$ cat src/rtl/slv_fifo_mailbox_if.sv
// slv_fifo_mailbox_if: data-memory bus between CPU master and mailbox slave
interface slv_fifo_mailbox_if;
  logic [7:0] mst2slv_addr;
  logic       mst2slv_wr;
  logic       mst2slv_rd;
  logic [7:0] mst2slv_data;
  logic [7:0] slv2mst_data;
  modport master (output mst2slv_addr, mst2slv_wr, mst2slv_rd, mst2slv_data, input slv2mst_data);
  modport slave (input mst2slv_addr, mst2slv_wr, mst2slv_rd, mst2slv_data, output slv2mst_data);
endinterface

$ cat src/rtl/slv_fifo_mailbox.sv
// slv_fifo_mailbox: memory-mapped byte FIFO mailbox with threshold interrupt
module slv_fifo_mailbox #(
  parameter logic [7:0] BASEADDR   = 8'hA0,
  parameter int         DEPTH_LOG2 = 4
) (
  input  logic                clk,
  input  logic                rst,
  slv_fifo_mailbox_if.slave   bus,
  output logic                irq
);
  localparam int DEPTH = 1 << DEPTH_LOG2;
  logic [7:0] mem [DEPTH];
  logic [DEPTH_LOG2-1:0] wr_ptr, rd_ptr;
  logic [DEPTH_LOG2:0] count;
  logic [3:0] thr;
  logic [4:0] cnt5;
  logic [1:0] ra;
  logic [7:0] d;
  logic ie, ovf, udf, sel, wr_en, rd_en, empty, full, push, pop, flush;
  assign sel = bus.mst2slv_addr[7:2] == BASEADDR[7:2];
  assign ra = bus.mst2slv_addr[1:0];
  assign d = bus.mst2slv_data;
  // a simultaneous write wins; the read is suppressed entirely
  assign wr_en = sel & bus.mst2slv_wr;
  assign rd_en = sel & bus.mst2slv_rd & ~bus.mst2slv_wr;
  assign empty = count == '0;
  assign full = count == (DEPTH_LOG2+1)'(DEPTH);
  assign cnt5 = 5'(count);
  assign push = wr_en & (ra == 2'd0) & ~full;
  assign pop = rd_en & (ra == 2'd0) & ~empty;
  assign flush = wr_en & (ra == 2'd2) & d[1];
  assign bus.slv2mst_data = !rd_en ? 8'd0 :
                            ra == 2'd0 ? (empty ? 8'd0 : mem[rd_ptr]) :
                            ra == 2'd1 ? {cnt5, irq, full, empty} :
                            ra == 2'd2 ? {thr, 3'b000, ie} : {6'd0, udf, ovf};
  always_ff @(posedge clk or posedge rst)
    if (rst) begin
      wr_ptr <= '0;
      rd_ptr <= '0;
      count <= '0;
      ie <= 1'b0;
      thr <= 4'd0;
      ovf <= 1'b0;
      udf <= 1'b0;
      irq <= 1'b0;
    end else begin
      irq <= ie & (cnt5 > {1'b0, thr});
      if (flush) begin
        wr_ptr <= '0;
        rd_ptr <= '0;
        count <= '0;
      end else begin
        if (push) wr_ptr <= wr_ptr + 1'b1;
        if (pop) rd_ptr <= rd_ptr + 1'b1;
        count <= count + (DEPTH_LOG2+1)'(push) - (DEPTH_LOG2+1)'(pop);
      end
      if (wr_en & (ra == 2'd2)) begin
        ie <= d[0];
        thr <= d[7:4];
      end
      if (wr_en & (ra == 2'd0) & full) ovf <= 1'b1;
      else if (wr_en & (ra == 2'd3) & d[0]) ovf <= 1'b0;
      if (rd_en & (ra == 2'd0) & empty) udf <= 1'b1;
      else if (wr_en & (ra == 2'd3) & d[1]) udf <= 1'b0;
    end
  always_ff @(posedge clk)
    if (push) mem[wr_ptr] <= d;
endmodule

$ cat src/flat_wrapper.sv
// flat-port wrapper written by rule: the top's interface ports become plain ports
module slv_fifo_mailbox_flat 
#(
  parameter logic [7:0] BASEADDR   = 8'hA0,
  parameter int         DEPTH_LOG2 = 4
)
  (clk, rst, irq, bus_mst2slv_addr, bus_mst2slv_wr, bus_mst2slv_rd, bus_mst2slv_data, bus_slv2mst_data);
  slv_fifo_mailbox_if bus_i ();
  input  logic clk;
  input  logic rst;
  output logic irq;
  input wire logic [$bits(bus_i.mst2slv_addr)-1:0] bus_mst2slv_addr;
  input wire logic [$bits(bus_i.mst2slv_wr)-1:0] bus_mst2slv_wr;
  input wire logic [$bits(bus_i.mst2slv_rd)-1:0] bus_mst2slv_rd;
  input wire logic [$bits(bus_i.mst2slv_data)-1:0] bus_mst2slv_data;
  output wire logic [$bits(bus_i.slv2mst_data)-1:0] bus_slv2mst_data;
  assign bus_i.mst2slv_addr = bus_mst2slv_addr;
  assign bus_i.mst2slv_wr = bus_mst2slv_wr;
  assign bus_i.mst2slv_rd = bus_mst2slv_rd;
  assign bus_i.mst2slv_data = bus_mst2slv_data;
  assign bus_slv2mst_data = bus_i.slv2mst_data;
  slv_fifo_mailbox #(.BASEADDR(BASEADDR), .DEPTH_LOG2(DEPTH_LOG2)) u_core (.clk(clk), .rst(rst), .bus(bus_i), .irq(irq));
endmodule
$ cat config.mk
export PLATFORM = sky130hd
export DESIGN_NAME = slv_fifo_mailbox_flat
export DESIGN_NICKNAME = d
export VERILOG_FILES = /design/src/rtl/slv_fifo_mailbox_if.sv /design/src/rtl/slv_fifo_mailbox.sv /design/src/flat_wrapper.sv
export SDC_FILE = /design/constraint.sdc
export NUM_CORES = 1
export LEC_CHECK = 0
export ABC_AREA = 1
export CORE_UTILIZATION = 55
export CTS_CLUSTER_SIZE = 16
export DETAILED_ROUTE_END_ITERATION = 7
export GPL_ROUTABILITY_DRIVEN = 0
export PLACE_DENSITY = 0.74
export SLEW_MARGIN = 20
export SYNTH_ARGS = -nofsm -noshare
export SYNTH_HDL_FRONTEND = slang
export SYNTH_SLANG_ARGS = --single-unit
$ cat constraint.sdc
create_clock -name clk -period 2.6 [get_ports clk]
set_clock_uncertainty 0.05 [all_clocks]
set_input_delay 0.52 -clock clk [delete_from_list [all_inputs] [get_ports clk]]
set_output_delay 0.52 -clock clk [all_outputs]
set_load 0.02 [all_outputs]
**Yosys cells after proc, flatten, opt, wreduce, memory -nomap -nowiden**

Memories as Yosys holds them, arrays and structs flattened.
Cells that the tools add are included.
Widths: inputs -> output; s select.

- Bits in registers: 21
- Bits in writable memories: 128
- Input port bits: 20
- Output and inout port bits: 9
- Word-level logic and storage cells: 59
- Memories kept: 1

- Add/sub/neg operators: 4
- $lt $le $gt $ge: 1
- Equal/unequal tests: 5
- Mux-type cells: 16
- Bitwise logic cells: 18
- Reduce and logical (&&, ||, !) cells: 6

Memories:

| name | depth | bits a word | read ports | clocked after Yosys merged registers in | wr ports | RTL line | RTL |
|---|---|---|---|---|---|---|---|
| u_core.mem | 16 | 8 | 1 | 0 | 1 | slv_fifo_mailbox.sv:12 | `logic [7:0] mem [DEPTH];` |

Operator list:

| cell | number |
|---|---|
| $mux 8 | 5 |
| $mux 4 | 4 |
| $and 1x1->1 | 15 |
| $add 4x1->4 const B | 2 |
| $reduce_bool 2->1 | 4 |
| $eq 6x6->1 const B | 1 |
| $mux 1 | 6 |
| $add 5x1->5 | 1 |
| $eq 5x5->1 const B | 1 |
| $gt 5x4->1 | 1 |
| $logic_not 5->1 | 1 |
| $mux 5 | 1 |
| $sub 5x1->5 | 1 |
| $eq 2x2->1 const B | 2 |
| $not 1->1 | 3 |
| $eq 2x1->1 const B | 1 |
| $logic_not 2->1 | 1 |

**Depth between registers and ports, before layout**

- Depth in word-level cells: 7
- Depth in mapped cells: 18
- Mapped depth without buffers: 18

**Worst setup path before layout**

OpenSTA, ideal clock, no wires.

- Path type: input port to flip-flop
- Start: input port bus_mst2slv_addr[0]
- End: register u_core.count[4], in the netlist u_core.cnt5[4]
- Setup time: 0.113 ns
- Data arrival time: 2.694 ns
- Required time: 2.437 ns
- Setup slack: -0.257 ns
- Cell stages on the path: 17
- Path buffers: 1
- Cell sequence: buf_2 > nor2_2 > nand2_1 > inv_2 > nand2_2 > clkinv_2 > ha_1 > inv_1 > ha_1 > inv_1 > fa_1 > or2_2 > nand2_1 > a21oi_1 > xor2_1 > nand2_1 > inv_1

- Word-level cells in the longest chain between the ends: 6
- Elaborated cells on any way between the ends: 11
- Classes of those cells: add/sub: 2; eq/ne: 1; mux: 1; bitwise: 6; reduce/logical: 1

RTL lines:

| item | RTL line | RTL |
|---|---|---|
| from (decl) | flat_wrapper.sv:12 | `input wire logic [$bits(bus_i.mst2slv_addr)-1:0] bus_mst2slv_addr;` |
| $logic_not 2->1 | slv_fifo_mailbox.sv:29, slv_fifo_mailbox.sv:30 |  |
| $and 1x1->1 (2 in a row) | slv_fifo_mailbox.sv:29 | `assign push = wr_en & (ra == 2'd0) & ~full;` |
| $add 5x1->5 | slv_fifo_mailbox.sv:55 | `count <= count + (DEPTH_LOG2+1)'(push) - (DEPTH_LOG2+1)'(pop);` |
| $sub 5x1->5 | slv_fifo_mailbox.sv:55 |  |
| $mux 5 * | slv_fifo_mailbox.sv:48 | `if (flush) begin` |
| to (signal assigned) | slv_fifo_mailbox.sv:55 |  |
| to (decl) | slv_fifo_mailbox.sv:14 | `logic [DEPTH_LOG2:0] count;` |

Every way passes the cells marked *; elsewhere a longest branch is shown, timed or not.
A chain may end at the register's enable or synchronous reset.

**Final worst setup path**

- Start: register u_core.rd_ptr[0]
- End: output port bus_slv2mst_data[3]

- Word-level cells in the longest chain between the ends: 4

RTL lines:

| item | RTL line | RTL |
|---|---|---|
| from (decl) | slv_fifo_mailbox.sv:13 | `logic [DEPTH_LOG2-1:0] wr_ptr, rd_ptr;` |
| from (signal assigned) | slv_fifo_mailbox.sv:54 | `if (pop) rd_ptr <= rd_ptr + 1'b1;` |
| $mem_v2 16x8 | n/a |  |
| $mux 8 (2 in a row) | slv_fifo_mailbox.sv:33 | `ra == 2'd0 ? (empty ? 8'd0 : mem[rd_ptr]) :` |
| $mux 8 | slv_fifo_mailbox.sv:32 | `assign bus.slv2mst_data = !rd_en ? 8'd0 :` |
| to (decl) | flat_wrapper.sv:16 | `output wire logic [$bits(bus_i.slv2mst_data)-1:0] bus_slv2mst_data;` |

No other way between the ends.

==> impl_results.md <==
* Hold bufs inserted after CTS at 0
* Largest net degree at the start of global routing at 27
* Leak at 3.69 nW
* Met2 Track Usage GR at 0.477
* Tcrit/Tclk final at 1.03
* Number of DRC markers in iteration 0 at 654
* Clk pwr share at 0.380
* Mapped Cells at 646
* Worst flop-to-flop path startpoint: u_core.cnt5[3]
* Finished Cell Area at 8920 sq um
* Final WS setup at -86.5 ps
* Pre-antenna DRT Iters at 6
* Drt wl/cell at 20.3 um
* Final wirelength at 18.7 mm
* Switch share at 0.255
* Initial antenna violation count at 0
* RSZ-0062 raised after global routing: true
* Synth Net Count at 682
* Number of synthesized flops with an enable pin at 128
* Fin. Hold Viols at 0
* H-tree depth at 4
* Max Clk Rate at 0.372 GHz
* Worst Setup Start Kind: register
* Main flop type after synthesis: edfxtp_1
* Multi-input gate area at 2350 sq um
* Num CTS Buffers at 17
* Asr flop ratio synth at 0.141
* Pwr/cell area at 677 nW/um^2
* ANT nets after route at 0
* I/O Pins at 29
* R2R Path End: u_core.cnt5[4]
* Vias in the first global route at 5165
* Via count at 5378
* CTS sink count at 149
* Max cap viols at 0
* Most frequent cells in the layout: 131 x nand2_1, 128 x edfxtp_1, 72 x buf_4
* Outcome: finished, violations left
* Fillers at 737
* Critical setup path kind: register to primary output
* Die Y at 113 um
* CP Data Required Time at 2030 ps
* CTS Buffer Depth at 2
* Layout cell share with drive strength beyond 1 at 0.305
* Root Buffer: clkbuf_16
* Peak supply drop at 0.000559 V
* Row count at 40
* Area after DPL at 7730 sq um
* First-pass GRT wire length at 28.0 mm
* Max Slew Vio Count at 0
* Sequential power share at 0.446
* # diodes at 0
* Tmin final at 2690 ps
* GRT Util Overall at 0.306
* Worst Path Max Fanout at 8
* HPWL Detailed at 11.2 mm
* Sequential area share after synthesis at 0.647
* Die Area at 12700 sq um
* Reg2reg setup slack at 10 ps
* Met1 Use GR at 0.393
* Port Buffers at 28
* Die X at 113 um
* Setup violators final at 8
* Met3 usage at 0.0777
* Logic pwr share at 0.175
* Synthesized cell area at 6750 sq um
* Worst reg-to-reg path cell count at 18
* Core box area at 12000 sq um
* Worst Max-Slew Pin Slew at 698 ps
* Layout area overhead at 32.1%
* DRC viols at 0
* Clk_lat worst skew at 430 ps
* FF+latch count, synth at 149
* Library cells used by synthesis at 37
* CTS tree: built
* Core Util, Final at 0.743
* Min-delay worst type: input pin to asynchronous set/reset pin
* Switch Pwr at 0.00154 W
* Rel. slew slack at 0.534
* Global route overflow at 0
* Register area at 4370 sq um
* Crit path max-delay cell type: dfrtp_2
* Failing checks: negative setup slack
* Syn Area/Cell at 10.5 sq um
* Synth Warn # at 0
* Crit path largest cell delay at 390 ps
* Vias per inst at 5.86
* Grt peak-use layer: met2
* Reg clk slew, reported paths at 60 ps
* Nets@finish at 796
* Initial core utilization at 0.562
* Worst Path Arrival at 2120 ps
* Setup crit end kind: primary output
* Crit-path cells: clkinv_4 -> buf_12 -> buf_16 -> buf_12 -> nand2_1 -> a21oi_2 -> o21ai_1 -> nand3_2 -> nand3_1 -> nand2_1 -> buf_6
* Most common cell after layout, fill and taps aside: nand2_1
* Hold Worst Slack at 450 ps
* Cell-internal power at 0.00450 W
## power by group through the flow
stage / logic [W] / registers (W) / clock network (W)
final: 0.00105 / 0.00269 / 0.00229
after global routing: 0.00113 / 0.00269 / 0.00241
after CTS: 0.000961 / 0.00269 / 0.00231
after detailed placement: 0.000821 / 0.00274 / 0
after global placement: 0.000797 / 0.00273 / 0
after floorplan: 0.000490 / 0.00273 / 0
## synth_stat cells (2+ instances only)
cell type / n / area share
nor3_4: 2 / 0.0048
or2_2: 3 / 0.0028
buf_2: 16 / 0.012
nand4_1: 4 / 0.0037
inv_1: 60 / 0.033
ha_1: 15 / 0.028
inv_2: 5 / 0.0028
nor2_1: 70 / 0.039
o21ai_0: 44 / 0.033
buf_1: 2 / 0.0011
nand3b_1: 3 / 0.0033
edfxtp_1: 128 / 0.57
clkbuf_1: 4 / 0.0022
nand3_2: 3 / 0.0044
nand3_1: 50 / 0.037
nor2_2: 2 / 0.0019
dfrtp_1: 21 / 0.078
o21ai_2: 2 / 0.0026
xor2_1: 2 / 0.0026
o211ai_1: 6 / 0.0067
buf_6: 2 / 0.0033
a21oi_1: 34 / 0.025
nand2_1: 151 / 0.084
nor2_4: 2 / 0.0033
nand2_2: 3 / 0.0028
## per-stage QoR
stage / power (W) / worst slack [ps] / instances / setup TNS [ps]
3_5_place_dp: 0.00356 / -530 / 868 / -19510
2_1_floorplan: 0.00322 / -86.8 / 646 / -86.8
6_report: 0.00604 / -86.5 / 918 / -423
5_1_grt: 0.00623 / -167 / 918 / -1030
3_3_place_gp: 0.00353 / -481 / 868 / -15510
4_1_cts: 0.00596 / -74.7 / 910 / -185
## per-layer routing
metal | wire length (um) | vias up | share of wire
met3 | 1800 | 74 | 0.096
met5 | 0 | - | 0
li1 | - | 2414 | -
met2 | 9030 | 348 | 0.48
met1 | 7050 | 2542 | 0.38
met4 | 796 | 0 | 0.043
## how the worst max path moves through the flow
stage                   startpoint                  end  slack, ps  cells past startpoint
6_report          u_core.rd_ptr[0]  bus_slv2mst_data[3]        -90                     11
5_1_grt           u_core.rd_ptr[0]  bus_slv2mst_data[3]       -170                     11
4_1_cts           u_core.rd_ptr[0]  bus_slv2mst_data[6]        -70                     12
3_5_place_dp   bus_mst2slv_addr[4]       u_core.cnt5[4]       -530                     17
3_3_place_gp   bus_mst2slv_addr[2]       u_core.cnt5[4]       -480                     17
2_1_floorplan  bus_mst2slv_addr[2]       u_core.cnt5[4]        -90                     16
## state kept, by name, summed over array words and instances (netlist names)
name,flops
u_core.wr_ptr,4
u_core.thr,4
u_core.rd_ptr,4
u_core.udf,1
u_core.ie,1
u_core.cnt5,5
u_core.ovf,1
u_core.irq,1
u_core.mem,128
## cells by family after synthesis
kind of cell,Yosys count,share of synthesized area
AO/OA/AOI/OAI,92,0.0734
flip-flops,149,0.647
adder cells (fa/ha/maj),16,0.0308
buffers and inverters,92,0.0569
XOR/XNOR,2,0.00259
AND/OR/NAND/NOR,295,0.189
## layout make-up
class,count,share of cell area
Inverter,68,0.0303
Multi-Input combinational cell,405,0.264
Clock buffer,18,0.0481
Timing Repair Buffer,119,0.134
Clock inverter,12,0.0129
Tap cell,147,0.0206
Sequential cell,149,0.490
## worst max-delay path, delay by kind of cell, from the launching register on
kind / cells / cell delay, ps
simple gates: 4 / 380
compound gates: 2 / 240
buf+inv: 5 / 660
flops: 1 / 390
## timing repair
| action | 4_1_cts | 5_1_grt |
|---|---|---|
| pin swaps | 26 | 43 |
| cloned | 4 | 0 |
| resized for setup | 104 | 74 |
| setup buffers | 10 | 9 |
| setup endpoints to repair | 9 | 9 |
Power figures use the tool's default switching activity.
==> RTL edit 1 (same flow settings) <==
`DEPTH_LOG2` is set to 4 in 2 places; all go to 5.
--- a/src/rtl/slv_fifo_mailbox.sv
+++ b/src/rtl/slv_fifo_mailbox.sv
@@ -3,3 +3,3 @@
   parameter logic [7:0] BASEADDR   = 8'hA0,
-  parameter int         DEPTH_LOG2 = 4
+  parameter int         DEPTH_LOG2 = 5
 ) (
--- a/src/flat_wrapper.sv
+++ b/src/flat_wrapper.sv
@@ -4,3 +4,3 @@
   parameter logic [7:0] BASEADDR   = 8'hA0,
-  parameter int         DEPTH_LOG2 = 4
+  parameter int         DEPTH_LOG2 = 5
 )
Check against the original RTL: same outputs for any inputs over 4 cycles, from zero or initial values and one cycle with rst high; that may be too few to reach the edited logic, so the function may still have changed.
==> RTL edit 1 against the original RTL <==
The run still ends with setup timing left; sequential cell count up 131; area after synthesis up 83%; worst hold slack worse by 0.11 ns; sequential share of layout area up 5.5 points; utilization down 4.8 points; wire length up 76%; power up 76%; final area up 71%; maximum frequency down 11%; worst setup slack worse by 0.33 ns; sequential power up 87%; first-iteration DRC count up 59%; non-clock buffer count up 28; largest cell class unchanged.
==> RTL edit 1: results (changes against the original RTL) <==
CP max FO: 15 (+7)
post-DR wirelength/cell: 20.63 um (+1.5%)
Initial DRC Count: 1,040 (+59%)
Skew-Pair Late Insertion Delay: 0.54 ns (+0.11 ns)
Post-Syn Area: 12,330 um2 (+83%)
post-synthesis adder-cell area fraction: 0.01989 (-0.01087)
endpoints failing setup: 8 (unchanged)
Worst-Margin Slew: 0.6294 ns (-0.06857 ns)
met1 WL: 12.50 mm (+77%)
first-pass GRT wire length: 47.81 mm (+71%)
pin count of the biggest net entering global routing: 47 (+74%)
status: finished with violations
wire length on met3: 2.986 mm (+66%)
Via Count: 9,106 (+69%)
post-route cell area: 15,220 um2 (+71%)
Area after DPL: 13,580 um2 (+76%)
layout cell share with drive strength beyond 1: 0.2032 (-0.1016)
path depth of the worst reg2reg path: 13 (-5)
final worst setup slack: -0.4210 ns (-0.3345 ns)
Filler cells: 1,538 (+110%)
Post-synth EDFFs: 256 (+100%)
Num CTS Buffers: 29 (+12)
R2R Setup Slk: 0.12 ns (+0.11 ns)
GRT met1 Usage: 0.3685 (-0.02455)
worst reg2reg path endpoint: u_core.count[4]
Netlist cell types: 32 (-14%)
largest cells by area after synthesis: edfxtp_1 (62%), nand2_1 (8.7%), nand3_1 (6.0%)
nets: 1,327 (+67%)
Placed Cells incl. Taps: 1,520 (+75%)
metal2 WL: 15.67 mm (+74%)
vias in the first global route: 8,722 (+69%)
worst hold slack: 0.3373 ns (-0.1127 ns)
XOR/XNOR Fraction of Synth Area: 0.003552 (+0.0009582)
Slowest-stage cell, CP: dfrtp_4
Non-clk invs: 98 (+44%)
max incr delay on CP: 0.57 ns (+0.18 ns)
worst vdd ir: 0.8297 mV (+48%)
area fraction in compound gates after synthesis: 0.04770 (-0.02567)
sequential share of the synthesized area: 0.6723 (+0.02526)
failing checks: setup timing
overall routing resource usage: 0.2817 (-0.02385)
RTL edit 1: cell count changes in the layout (fill, tap and decap cells not counted), moves of 17 or more:
| cell | unedited run | this run |
|---|---|---|
| nand2_1 | 131 | 274 |
| edfxtp_1 | 128 | 256 |
| nand3_1 | 30 | 112 |
| nor2_1 | 58 | 135 |
| inv_1 | 53 | 88 |
| o21ai_0 | 26 | 58 |
| buf_4 | 72 | 92 |
| clkbuf_16 | 17 | 34 |
RTL edit 1: what timing repair did:
action / in CTS / in global routing
pin swaps: 16 / 35
gates cloned: 5 / 6
setup endpoints to repair: 10 / 11
endpoints found under the hold margin: 0 / 0
gates resized for setup: 96 / 76
setup buffers: 5 / 5
RTL edit 1: where the power goes:
| part | total [mW] | internal (mW) | switching, mW |
|---|---|---|---|
| registers | 5.02 | 4.97 | 0.0447 |
| logic | 1.70 | 0.661 | 1.04 |
| clock network | 3.92 | 2.23 | 1.68 |
==> RTL edit 2 (same settings) <==
Without the edit above. Make the reset (`rst`) synchronous in one clocked block.
--- a/src/rtl/slv_fifo_mailbox.sv
+++ b/src/rtl/slv_fifo_mailbox.sv
@@ -35,3 +35,3 @@
                             ra == 2'd2 ? {thr, 3'b000, ie} : {6'd0, udf, ovf};
-  always_ff @(posedge clk or posedge rst)
+  always_ff @(posedge clk)
     if (rst) begin
Function: differs if rst is asserted again (counterexample within 4 cycles, from zero or initial values and one cycle with rst high); with rst held inactive, the same outputs for 4 cycles.
==> RTL edit 2 against the original RTL <==
Die area increased by 5.2%; wire length is 8.1% lower; non-clock buffer count decreased by 34; sequential cell count up 4; area after synthesis up 5.3%; register-to-register slack better by 0.23 ns; worst setup slack improved by 0.14 ns; via count increased by 3.2%; critical path depth decreased by 1; critical path type is now primary input to output port; final area shrank 3.8%.
Power is not compared: it rests on default switching activity, and its combinational part moved more than twofold at a synthesized area within 25%.
==> RTL edit 2: results (changes against the original RTL) <==
status: finished, final reports clean
layout cell share with drive strength beyond 1: 0.1479 (-0.1569)
Slowest-stage cell, CP: clkdlybuf4s50_1
vias in the first global route: 5,293 (+2.5%)
pin count of the biggest net entering global routing: 33 (+22%)
number of flip-flops under the largest register name: 128 (unchanged)
Port Buf Inserts: 28 (unchanged)
drt total wl: 17.16 mm (-8.1%)
WP data arrival: 1.97 ns (-0.15 ns)
nets: 874 (+9.8%)
largest cells by area after synthesis: edfxtp_1 (54%), nand2_1 (13%), dfxtp_1 (7.0%)
first-pass GRT wire length: 26.44 mm (-5.5%)
max incr delay on CP: 0.48 ns (+0.09 ns)
worst vdd ir: 0.5624 mV
overall routing resource usage: 0.2705 (-0.03505)
sequential share of the synthesized area: 0.6112 (-0.03587)
drt pass-1 iters: 7 (+1)
CP delay by family, top: buffers and inverters
Max Root-Sink Buffers: 2 (unchanged)
Worst-path clk slew: 0.06 ns (about the same)
via/cell ratio: 5.420 (-7.5%)
Initial DRC Count: 626 (-4.3%)
CP max FO: 4 (-4)
Ys Warns: 0 (unchanged)
diode count: 0 (unchanged)
Filler cells: 979 (+33%)
Synthesized Nets: 798 (+17%)
Netlist cell types: 28 (-24%)
post-detail-place hpwl: 11.24 mm (+0.61%)
most instantiated cells after synthesis: nand2_1 (241), edfxtp_1 (128), inv_1 (104), nand3_1 (94), nor2_1 (59)
async set-reset flop share out of synthesis: 0 (-0.1409)
worst min path class: flop to flop
Leak: 3.587 nW
Relative slew margins: 0.5378 (+0.003689)
==> RTL edit 2: final timing paths <==
kind	from	endpoint	slack [ns]	depth (start not counted)
setup / recovery	bus_mst2slv_addr[5]	bus_slv2mst_data[2]	0.06	10
hold / removal	u_core.thr[3]	u_core.thr[3]	0.42	2
setup reg to reg	u_core.cnt5[2]	u_core.cnt5[4]	0.24	16
hold reg to reg	u_core.thr[3]	u_core.thr[3]	0.42	2
==> RTL edit 2: what timing repair did <==
action,CTS,global route
resized for setup,32,29
hold endpoints to repair,0,0
pin swaps,0,4
buffers inserted,0,1
gates cloned,0,2
setup endpoints to repair,9,9
==> RTL edit 2: cell families after synthesis <==
family / Yosys count / share of synthesized area
DFF: 153 / 0.6112
buffers and inverters: 135 / 0.07692
AOI/OAI and AO/OA: 39 / 0.03010
adders and majority gates: 15 / 0.02746
and+or+nand+nor: 417 / 0.2494
xor gates and xnor gates: 4 / 0.004928
==> RTL edit 2: layout make-up <==
cell class | instances | area [um2] | share of cell area
clock buffer | 17 | 425.4 | 0.04959
clock inverter | 15 | 145.1 | 0.01692
inverter | 107 | 406.6 | 0.04740
multi-input combinational | 475 | 2270 | 0.2646
sequential | 153 | 4349 | 0.5070
tap | 172 | 215.2 | 0.02509
timing repair buffer | 85 | 767.0 | 0.08941
==> RTL edit 2: per-layer routing <==
layer / global-route usage / up-vias / part of all wire
met2: 0.4595 / 232 / 0.51
li1: - / 2642 / -
met4: 0.09402 / 0 / 0.017
met5: 0 / - / 0
met3: 0.05282 / 31 / 0.072
met1: 0.3487 / 2645 / 0.40
==> RTL edit 2: tightest hold or removal path: stages (launching register included) <==
cell and delay [ns]:
dfxtp_1 0.31, nand2_1 0.06, a21oi_1 0.06
==> RTL edit 2: metrics by stage <==
stage,area (um2),total power [mW],TNS [ns],worst slack [ns],cells
after floorplan,7108,2.745,0,0.1448,763
after global placement,7903,2.834,-3.392,-0.4010,989
after detailed placement,7903,2.839,-3.682,-0.4495,989
after CTS,8503,5.173,0,0.0003337,1021
after global routing,8578,5.286,-0.06494,-0.03194,1024
final,8578,5.155,0,0.05646,1024
==> RTL edit 2: power by group <==
group	switching [mW]	total (mW)	leakage (nW)	internal, mW
Clock	1.03	2.36	0.275	1.34
Sequential	0.000204	2.65	1.35	2.65
Combinational	0.0869	0.139	1.96	0.0516
Total	1.12	5.15	3.59	4.04
